[config.mk]
export PLATFORM = sky130hd
export DESIGN_NAME = refill_cache_dados
export DESIGN_NICKNAME = d
export VERILOG_FILES = /design/src/rtl/pkg_cache_dados.sv /design/src/rtl/buffer_bloco.sv /design/src/rtl/refill_cache_dados.sv
export SDC_FILE = /design/constraint.sdc
export NUM_CORES = 1
export LEC_CHECK = 0
export BUFFER_PORTS_ARGS = -buffer_cell sky130_fd_sc_hd__buf_2
export CAP_MARGIN = 5
export CORE_MARGIN = 8
export CORE_UTILIZATION = 51
export CTS_CLUSTER_DIAMETER = 120
export CTS_CLUSTER_SIZE = 10
export DETAILED_ROUTE_END_ITERATION = 6
export GPL_ROUTABILITY_DRIVEN = 0
export PLACE_DENSITY = 0.9
export SYNTH_ARGS = -nofsm -noshare
export SYNTH_HDL_FRONTEND = slang
export SYNTH_SLANG_ARGS = --single-unit
[constraint.sdc]
create_clock -name clock -period 3.1 [get_ports clock]
set_input_delay 0.465 -clock clock [delete_from_list [all_inputs] [get_ports clock]]
set_output_delay 0.465 -clock clock [all_outputs]
set_load 0.01 [all_outputs]
[src/rtl/pkg_cache_dados.sv]
// Shared definitions for the data cache and its refill engine:
// geometry, field widths and the refill FSM state encoding.
package pkg_cache_dados;

  localparam int LINHAS    = 16;
  localparam int PALAVRAS  = 8;
  localparam int INDEX_W   = 4;
  localparam int PALAVRA_W = 3;
  localparam int OFFSET_W  = 5;
  localparam int TAG_W     = 23;
  localparam int BLOCO_W   = 256;
  localparam int BASE_W    = 32 - OFFSET_W;

  typedef enum logic [1:0] {
    OCIOSO  = 2'd0,
    BUSCA   = 2'd1,
    ESCRITA = 2'd2,
    ESPERA  = 2'd3
  } estado_t;

  // Word-aligned byte address of word p within the block at base.
  function automatic logic [31:0] endereco_palavra(input logic [BASE_W-1:0] base,
                                                   input logic [PALAVRA_W-1:0] p);
    return {base, p, 2'b00};
  endfunction

endpackage

[src/rtl/buffer_bloco.sv]
// Line assembly buffer: eight 32-bit words, written one at a time by
// word select, cleared as a whole, read out as one 256-bit block.
module buffer_bloco
  import pkg_cache_dados::*;
(
  input  logic                 clock,
  input  logic                 limpar,
  input  logic                 we,
  input  logic [PALAVRA_W-1:0] sel,
  input  logic [31:0]          dado,
  output logic [BLOCO_W-1:0]   bloco
);

  logic [31:0] palavras [PALAVRAS];

  // Clear dominates; otherwise store the incoming word in its slot.
  always_ff @(posedge clock) begin
    if (limpar) begin
      for (int k = 0; k < PALAVRAS; k++) palavras[k] <= '0;
    end else if (we) begin
      palavras[sel] <= dado;
    end
  end

  // Word k occupies bits [32k+31:32k] of the block.
  always_comb begin
    bloco = '0;
    for (int k = 0; k < PALAVRAS; k++) bloco[32*k +: 32] = palavras[k];
  end

endmodule

[src/rtl/refill_cache_dados.sv]
// Data cache miss-refill engine: latches the missing address, fetches the
// eight words of the block from memory (one per mem_ready handshake) and
// writes the assembled line to the cache for one cycle.
// Build option: REFILL_PALAVRA_CRITICA_EN starts the fetch at the missed
// word and wraps upward; otherwise the fetch starts at word 0.
module refill_cache_dados
  import pkg_cache_dados::*;
(
  input  logic               clock,
  input  logic               reset,
  input  logic               miss_req,
  input  logic [31:0]        endereco_miss,
  output logic               mem_req,
  output logic [31:0]        mem_addr,
  input  logic               mem_ready,
  input  logic [31:0]        mem_rdata,
  output logic               linha_we,
  output logic [INDEX_W-1:0] linha_index,
  output logic [TAG_W-1:0]   linha_tag,
  output logic [BLOCO_W-1:0] linha_dados,
  output logic               ocupado
);

  estado_t              estado, prox;
  logic [BASE_W-1:0]    end_lat;
  logic [PALAVRA_W-1:0] palavra;
  logic [3:0]           beats;
  logic [PALAVRA_W-1:0] palavra_ini;
  logic                 inicia;
  logic                 aceita;
  logic                 ultimo;

`ifdef REFILL_PALAVRA_CRITICA_EN
  assign palavra_ini = endereco_miss[OFFSET_W-1:2];
`else
  assign palavra_ini = '0;
  // Byte offset only matters for critical-word-first ordering.
  logic unused_offset;
  assign unused_offset = ^endereco_miss[OFFSET_W-1:0];
`endif

  assign inicia = (estado == OCIOSO) && miss_req;
  assign aceita = (estado == BUSCA) && mem_ready;
  assign ultimo = (beats == 4'(PALAVRAS - 1));

  // State register.
  always_ff @(posedge clock) begin
    if (reset) estado <= OCIOSO;
    else       estado <= prox;
  end

  // Next-state logic.
  always_comb begin
    prox = estado;
    case (estado)
      OCIOSO:  if (miss_req) prox = BUSCA;
      BUSCA:   if (aceita && ultimo) prox = ESCRITA;
      ESCRITA: prox = ESPERA;
      ESPERA:  prox = OCIOSO;
      default: prox = OCIOSO;
    endcase
  end

  // State-decoded outputs.
  always_comb begin
    mem_req  = (estado == BUSCA);
    linha_we = (estado == ESCRITA);
    ocupado  = (estado != OCIOSO);
  end

  // Address latch, word pointer, beat count and registered memory address.
  always_ff @(posedge clock) begin
    if (reset) begin
      end_lat  <= '0;
      palavra  <= '0;
      beats    <= '0;
      mem_addr <= '0;
    end else if (inicia) begin
      end_lat  <= endereco_miss[31:OFFSET_W];
      palavra  <= palavra_ini;
      beats    <= '0;
      mem_addr <= endereco_palavra(endereco_miss[31:OFFSET_W], palavra_ini);
    end else if (aceita) begin
      palavra  <= palavra + 3'd1;
      beats    <= beats + 4'd1;
      mem_addr <= endereco_palavra(end_lat, palavra + 3'd1);
    end
  end

  assign linha_index = end_lat[INDEX_W-1:0];
  assign linha_tag   = end_lat[BASE_W-1:INDEX_W];

  buffer_bloco u_buffer (
    .clock  (clock),
    .limpar (reset || inicia),
    .we     (aceita),
    .sel    (palavra),
    .dado   (mem_rdata),
    .bloco  (linha_dados)
  );

endmodule
==> results of run 1 <==
## cells by family after synthesis
logic type | after synthesis
other | 1
AOI/OAI and AO/OA | 37
muxes | 28
buffers and inverters | 48
xor gates and xnor gates | 4
DFF | 319
adders and majority gates | 6
and+or+nand+nor | 349
## worst paths after layout
kind                                          startpoint  depth (start not counted)                                     to
worst max-delay path              estado[0]$_SDFFE_PP0P_                          5  u_buffer.palavras[6][0]$_SDFFCE_PN0P_
worst max register to register    estado[0]$_SDFFE_PP0P_                          5  u_buffer.palavras[6][0]$_SDFFCE_PN0P_
worst min register to register  mem_addr[5]$_SDFFE_PP0P_                          2               mem_addr[5]$_SDFFE_PP0P_
worst min-delay path                               reset                          2                 estado[0]$_SDFFE_PP0P_
## flip-flops by register name (all words and copies together), names as in the netlist
register / count
beats: 4
mem_addr: 27
end_lat: 27
palavra: 3
estado: 2
u_buffer.palavras: 256
## per-layer routing
layer | part of all wire (%) | routed length [µm]
met2 | 50 | 17800
met1 | 33 | 11800
met4 | 3.9 | 1390
met5 | 0 | 0
met3 | 13 | 4480
## cells in the mapped netlist
| master | n |
|---|---|
| sky130_fd_sc_hd__dfxtp_1 | 63 |
| sky130_fd_sc_hd__inv_1 | 3 |
| sky130_fd_sc_hd__nand2b_1 | 12 |
| sky130_fd_sc_hd__a22o_1 | 1 |
| sky130_fd_sc_hd__nand3_1 | 3 |
| sky130_fd_sc_hd__nor2b_1 | 1 |
| sky130_fd_sc_hd__xnor2_1 | 2 |
| sky130_fd_sc_hd__or2_2 | 1 |
| sky130_fd_sc_hd__buf_1 | 3 |
| sky130_fd_sc_hd__mux2i_1 | 28 |
| sky130_fd_sc_hd__a21o_4 | 1 |
| sky130_fd_sc_hd__nor4_2 | 1 |
| sky130_fd_sc_hd__o21ai_0 | 1 |
| sky130_fd_sc_hd__conb_1 | 1 |
| sky130_fd_sc_hd__xor2_1 | 2 |
| sky130_fd_sc_hd__and2_1 | 256 |
| sky130_fd_sc_hd__buf_2 | 13 |
| sky130_fd_sc_hd__or3_1 | 1 |
| sky130_fd_sc_hd__ha_1 | 6 |
| sky130_fd_sc_hd__a211oi_1 | 28 |
| sky130_fd_sc_hd__a2111oi_0 | 1 |
| sky130_fd_sc_hd__nand4b_1 | 1 |
| sky130_fd_sc_hd__a21oi_1 | 4 |
| sky130_fd_sc_hd__nor2_1 | 58 |
| sky130_fd_sc_hd__inv_4 | 1 |
| sky130_fd_sc_hd__edfxtp_1 | 256 |
| sky130_fd_sc_hd__nand2_2 | 1 |
| sky130_fd_sc_hd__buf_6 | 10 |
| sky130_fd_sc_hd__nand2_1 | 6 |
| sky130_fd_sc_hd__and2_0 | 1 |
| sky130_fd_sc_hd__buf_4 | 3 |
| sky130_fd_sc_hd__clkbuf_1 | 15 |
| sky130_fd_sc_hd__nor4_4 | 7 |
| sky130_fd_sc_hd__a21o_1 | 1 |
## area by class of cell
cell class	instances	area, µm²
Clock inverter	2	36.3
Clock buffer	48	988
Fill cell	1558	8020
Tap cell	319	399
Inverter	4	17.5
Timing Repair Buffer	399	2090
Sequential cell	319	8950
Multi-Input combinational cell	426	2840
Antenna cell	1	2.50
## critical path, stage by stage (launching register included)
cell and delay (ns):
sky130_fd_sc_hd__dfxtp_1 0.34, sky130_fd_sc_hd__inv_1 0.09, sky130_fd_sc_hd__ha_1 0.29, sky130_fd_sc_hd__a21oi_1 0.81
sky130_fd_sc_hd__nand2b_2 0.42, sky130_fd_sc_hd__buf_12 0.29
## power by group through the flow
stage | clock [µW] | sequential (µW) | combinational (µW)
2_1_floorplan | 0 | 6510 | 954
3_3_place_gp | 0 | 6020 | 2820
3_5_place_dp | 0 | 6070 | 2900
4_1_cts | 3850 | 6010 | 2910
5_1_grt | 3990 | 6080 | 3070
6_report | 3800 | 6010 | 2860
## through the flow
step | utilization [%] | setup WS (ns) | hold WS, ns | power [µW]
after detailed placement | 61.2 | 0.577 | 0.488 | 8980
after floorplan | - | 0.322 | 0.453 | 7470
final | 65.6 | 0.596 | 0.208 | 12700
after global routing | 65.6 | 0.399 | 0.210 | 13200
after global placement | 61.2 | 0.640 | 0.466 | 8840
after CTS | 65.6 | 0.559 | 0.185 | 12800
==> reports/results.md, run 1 <==
| Metric | Reported |
| --- | --- |
| Number of max-slew violations in the final report | 0 |
| Routed via count divided by cell count | 5.30 |
| Global-route wire length before repair | 51.2 mm |
| Max-Cap Viols | 0 |
| Power Internal | 8870 µW |
| Count of placed standard cells including taps | 1467 |
| RSZ-0062 raised after global routing | no |
| Vias in the first global route | 8405 |
| Antenna Violating Nets Remaining | 0 |
| Number of failing setup endpoints in the final timing report | 0 |
| Count of non-filler cells in the finished layout | 1518 |
| Overflow left after global routing | 0 |
| Cell area after technology mapping | 12000 µm² |
| Post-synthesis share of cell area spent on and, or, nand and nor gates | 17.7% |
| Compound-gate portion of the synthesized area | 2.29% |
| Top cells by area, synth | sky130_fd_sc_hd__edfxtp_1 64%, sky130_fd_sc_hd__and2_1 13%, sky130_fd_sc_hd__dfxtp_1 10%, sky130_fd_sc_hd__mux2i_1 2.3%, sky130_fd_sc_hd__nor2_1 1.8% |
| Buffers inserted by post-CTS timing repair | 0 |
| Fraction of the yosys area taken by sequential cells | 74.3% |
| Portion of synthesized cell area occupied by the leading cell type | 63.9% |
| Gates resized, CTS repair | 0 |
| Max-Slew Margin vs Limit | 31.6% |
| Y dimension of the die | 170 µm |
| Number of vias in the routed layout | 8048 |
| CTS max path bufs | 3 |
| Full die area | 28800 µm² |
| Sum of negative setup slack | 0 ns |
| Design area | 15300 µm² |
| TritonCTS clock tree | done |
| Clock skew | 0.00944 ns |
| Clock latency of the later-clocked register in the worst-skew pair | 0.50 ns |
| Die outline width | 170 µm |
| Switching part of the total power | 30.0% |
| Count of port buffers added during placement | 378 |
| Multiplexer fraction of the synthesized cell area | 2.33% |
| CP Data Required Time | 3.36 ns |
| Share of power burned in combinational logic | 22.6% |
| Areal power density over the cells | 827 nW/µm² |
| Static power due to leakage | 0.00696 µW |
| Clock root buffer | sky130_fd_sc_hd__clkbuf_16 |
| Endpoints failing hold | 0 |
| Initial cell density of the core | 51.6% |
| Total clock sinks | 319 |
| I/O pin cnt | 386 |
| Avg WL per Cell | 23.4 µm |
| Global-route met2 utilization | 41.8% |
| Critical-path maximum fanout | 22 |
| Top Usage Layer GRT | met2 |
| Fraction of layout instances using a drive strength above 1 | 38.4% |
| Worst min path class | input port to register |
| Number of CTS-inserted buffers | 37 |
| Area grow syn2layout | 27.2% |
| Library cell with the largest summed area after synthesis | sky130_fd_sc_hd__edfxtp_1 |
| Area of the core | 23300 µm² |
| Fraction of the mapped netlist area in adder cells | 0.624% |
| Worst setup path class | register to register |
| Remaining DRCs | 0 |
| Result of the run | finished, final reports clean |
| Worst setup EP type | register |
| Count of unique library cells instantiated by Yosys | 34 |
| Worst reg2reg setup slack | 0.60 ns |
| Average cell area after synthesis | 15.2 µm² |
| Gate count after technology mapping | 792 |
| Routed wire length | 35.5 mm |
| Clock-pin slew on the worst setup and hold paths | 0.06 ns |
| Initial antenna violation count | 1 |
| Critical path startpoint category | register |
| H-tree level count | 2 |
| CTS Hold Buffers Added | 0 |
| Cell area after placement | 14300 µm² |
| DRT Pass-1 Iters | 5 |
| Max IR drop VDD | 0.000553 V |
| Initial drt markers | 754 |
| Fraction of power consumed by sequential logic | 47.5% |
| Signal arrival time at the worst endpoint | 2.76 ns |
| Clock network fraction of design power | 30.0% |
| Leading cell types in the layout, fill and taps excluded | 378 x sky130_fd_sc_hd__buf_2, 256 x sky130_fd_sc_hd__and2_1, 256 x sky130_fd_sc_hd__edfxtp_1, 63 x sky130_fd_sc_hd__dfxtp_1, 58 x sky130_fd_sc_hd__nor2_1 |
| Global Route Usage Sum | 23.7% |
| Highest clock rate | 0.399 GHz |
| Grt met1 use | 25.5% |
| Most common library cell in the layout ignoring fill and taps | sky130_fd_sc_hd__buf_2 |
| Crit path time final | 2.50 ns |
| Placed wire-length estimate | 24.5 mm |
| XOR/XNOR Fraction of Synth Area | 0.291% |
| Ys Warns | 0 |
| Final critical-path share of the clock period | 80.8% |
| Number of cell rows | 56 |
| Maximum number of pins on one net before global-route repair | 56 |
| GR Layer Usage met3 | 7.93% |
| Combinational family with the most area after synthesis | simple AND/OR/NAND/NOR gates |
| Switching power | 3800 µW |
| Pin slew with the least headroom to its limit | 1.03 ns |
| # nets final | 1261 |
| Synth Register Bits | 319 |
No activity file was read; power rests on OpenSTA's default activity.
==> run 2: changes to the inputs <==
==> constraint.sdc (replaced) <==
create_clock -name clock -period 2.4 [get_ports clock]
set_input_delay 0.36 -clock clock [delete_from_list [all_inputs] [get_ports clock]]
set_output_delay 0.36 -clock clock [all_outputs]
set_load 0.01 [all_outputs]
==> run 2 against run 1 <==
Compared with the run above: hold slack got worse by 0.089 ns; critical path depth increased by 1; design area is 0.69% higher; maximum frequency rose by 15%; via count increased by 0.88%; cell count up 0.40%; combinational power is 34% higher; worst setup slack got worse by 0.37 ns; non-clock buffer count rose by 7; routed wire length decreased by 0.94%; register-to-register slack got worse by 0.37 ns; critical path type unchanged; largest power group unchanged; highest routed layer is now met5.
==> reports/results.md, run 2 (synthesis results as in run 1) <==
| Metric | Reported |
| --- | --- |
| Final cell utilization of the core | 66.1% |
| Final critical-path share of the clock period | 90.8% |
| Area of the core | 23300 µm² |
| Number of CTS-inserted buffers | 37 |
| Global-route wire length before repair | 51.0 mm |
| Tot Pwr | 16400 µW |
| Count of non-filler cells in the finished layout | 1524 |
| Full die area | 28800 µm² |
| Initial antenna violation count | 3 |
| Result of the run | finished, final reports clean |
| Routed wire length | 35.1 mm |
| CTS max path bufs | 3 |
| Startpoint of the worst register-to-register path | estado[0]$_SDFFE_PP0P_ |
| Number of max-slew violations in the final report | 0 |
| Die outline width | 170 µm |
| DRT Pass-1 Iters | 5 |
| Filler Cells Inserted | 1569 |
| Gates resized, CTS repair | 0 |
| Number of cell rows | 56 |
| RSZ-0062 raised after global routing | no |
| Count of port buffers added during placement | 378 |
| Reg2Reg Capture Point | u_buffer.palavras[0][12]$_SDFFCE_PN0P_ |
| Signal arrival time at the worst endpoint | 2.39 ns |
| Number of flip-flops in the largest register | 256 |
| Pin slew with the least headroom to its limit | 0.568 ns |
| Number of cells on the worst hold path | 3 |
| Crit path time final | 2.18 ns |
| Worst reg2reg setup slack | 0.22 ns |
| Antenna Violating Nets Remaining | 0 |
| Most flop-heavy register | u_buffer.palavras |
| Critical path startpoint category | register |
| Worst setup EP type | register |
| Clock-pin slew on the worst setup and hold paths | 0.06 ns |
| Startpoint of the lowest-slack hold path | endereco_miss[14] |
| Vias in the first global route | 8454 |
| Areal power density over the cells | 1060 nW/µm² |
| TritonCTS clock tree | done |
| Design area | 15400 µm² |
| Max IR drop VDD | 0.000919 V |
| Leading cell types in the layout, fill and taps excluded | 378 x sky130_fd_sc_hd__buf_2, 256 x sky130_fd_sc_hd__and2_1, 256 x sky130_fd_sc_hd__edfxtp_1, 63 x sky130_fd_sc_hd__dfxtp_1, 58 x sky130_fd_sc_hd__nor2_1 |
| Worst-case hold path end point | end_lat[9]$_SDFFE_PP0P_ |
| Number of vias in the routed layout | 8119 |
| Placed wire-length estimate | 24.3 mm |
| Clock root buffer | sky130_fd_sc_hd__clkbuf_16 |
| Path depth of the worst reg2reg path | 6 |
| Worst setup path class | register to register |
| Clock skew | 0.0103 ns |
| Worst min path class | input port to register |
| Buffers inserted by post-CTS timing repair | 0 |
| Fraction of layout instances using a drive strength above 1 | 38.6% |
| Global Route Usage Sum | 23.6% |
| Largest registers | u_buffer.palavras: 256 flops, end_lat: 27 flops, mem_addr: 27 flops |
| H-tree level count | 2 |
| Initial drt markers | 649 |
| Y dimension of the die | 170 µm |
| Critical-path maximum fanout | 15 |
| Maximum number of pins on one net before global-route repair | 59 |
| I/O pin cnt | 386 |
| Routed via count divided by cell count | 5.33 |
| Total clock sinks | 319 |
| Count of placed standard cells including taps | 1474 |
| Max-Cap Viols | 0 |
| Cell area after placement | 14400 µm² |
| Avg WL per Cell | 23.1 µm |
| Number of failing setup endpoints in the final timing report | 0 |
| # nets final | 1268 |
| Highest clock rate | 0.459 GHz |
| Area grow syn2layout | 28.1% |
| Initial cell density of the core | 51.6% |
| CP Data Required Time | 2.61 ns |
| Remaining DRCs | 0 |
| Most common library cell in the layout ignoring fill and taps | sky130_fd_sc_hd__buf_2 |
| Max-Slew Margin vs Limit | 62.1% |
| Clock latency of the later-clocked register in the worst-skew pair | 0.51 ns |
| Static power due to leakage | 0.00701 µW |
| Endpoints failing hold | 0 |
| Fin Hold WS | 0.119 ns |
| CTS Hold Buffers Added | 0 |
| Overflow left after global routing | 0 |
==> run 2: cell types whose count changed in the layout (fill, tap and decap cells not counted), sizes merged <==
cell / delta
inv: +1
buf: +7
clkbuf: -1
clkinv: -1
==> run 2: worst max path at each step <==
stage / startpoint / endpoint / slack (ns) / depth (start not counted)
floorplan: estado[0]$_SDFFE_PP0P_ / u_buffer.palavras[2][0]$_SDFFCE_PN0P_ / -0.22 / 6
global placement: estado[0]$_SDFFE_PP0P_ / u_buffer.palavras[0][16]$_SDFFCE_PN0P_ / 0.32 / 6
detailed placement: estado[1]$_SDFFE_PP0P_ / u_buffer.palavras[0][12]$_SDFFCE_PN0P_ / 0.26 / 6
CTS: estado[0]$_SDFFE_PP0P_ / u_buffer.palavras[0][12]$_SDFFCE_PN0P_ / 0.22 / 6
global route: estado[1]$_SDFFE_PP0P_ / u_buffer.palavras[0][17]$_SDFFCE_PN0P_ / 0.10 / 6
finish: estado[0]$_SDFFE_PP0P_ / u_buffer.palavras[0][12]$_SDFFCE_PN0P_ / 0.22 / 6
==> run 2: final cells by class <==
cell class / count / area [µm²] / share of cell area [%]
Inverter: 4 / 17.5 / 0.114
Timing Repair Buffer: 406 / 2230 / 14.4
Multi-Input combinational cell: 426 / 2850 / 18.5
Sequential cell: 319 / 8950 / 58.0
Tap cell: 319 / 399 / 2.59
Clock inverter: 2 / 17.5 / 0.114
Antenna cell: 1 / 2.50 / 0.0162
Clock buffer: 47 / 963 / 6.25
==> run 2: where the power goes <==
group	internal [µW]	switching, µW	total [µW]
logic	1390	2450	3840
registers	7310	453	7760
clock network	2780	1980	4760
total	11500	4880	16400
==> run 2: worst max-delay path: stages (launching register included) <==
cell                       delay, ns
sky130_fd_sc_hd__dfxtp_1        0.33
sky130_fd_sc_hd__inv_1          0.09
sky130_fd_sc_hd__ha_1           0.30
sky130_fd_sc_hd__a21o_4         0.34
sky130_fd_sc_hd__nor4_4         0.29
sky130_fd_sc_hd__nand2b_4       0.32
sky130_fd_sc_hd__buf_12         0.19
==> run 2: metal layers <==
metal	track usage, %	vias up	share of wire [%]
li1	-	3544	-
met4	11.5	4	4.8
met3	8.37	115	12
met2	40.7	571	49
met1	25.6	3885	34
met5	0	-	0.074
==> run 2: through the flow <==
stage / setup WS (ns) / TNS (ns)
3_3_place_gp: 0.317 / 0
3_5_place_dp: 0.260 / 0
4_1_cts: 0.217 / 0
5_1_grt: 0.105 / 0
2_1_floorplan: -0.218 / -28.09
6_report: 0.222 / 0
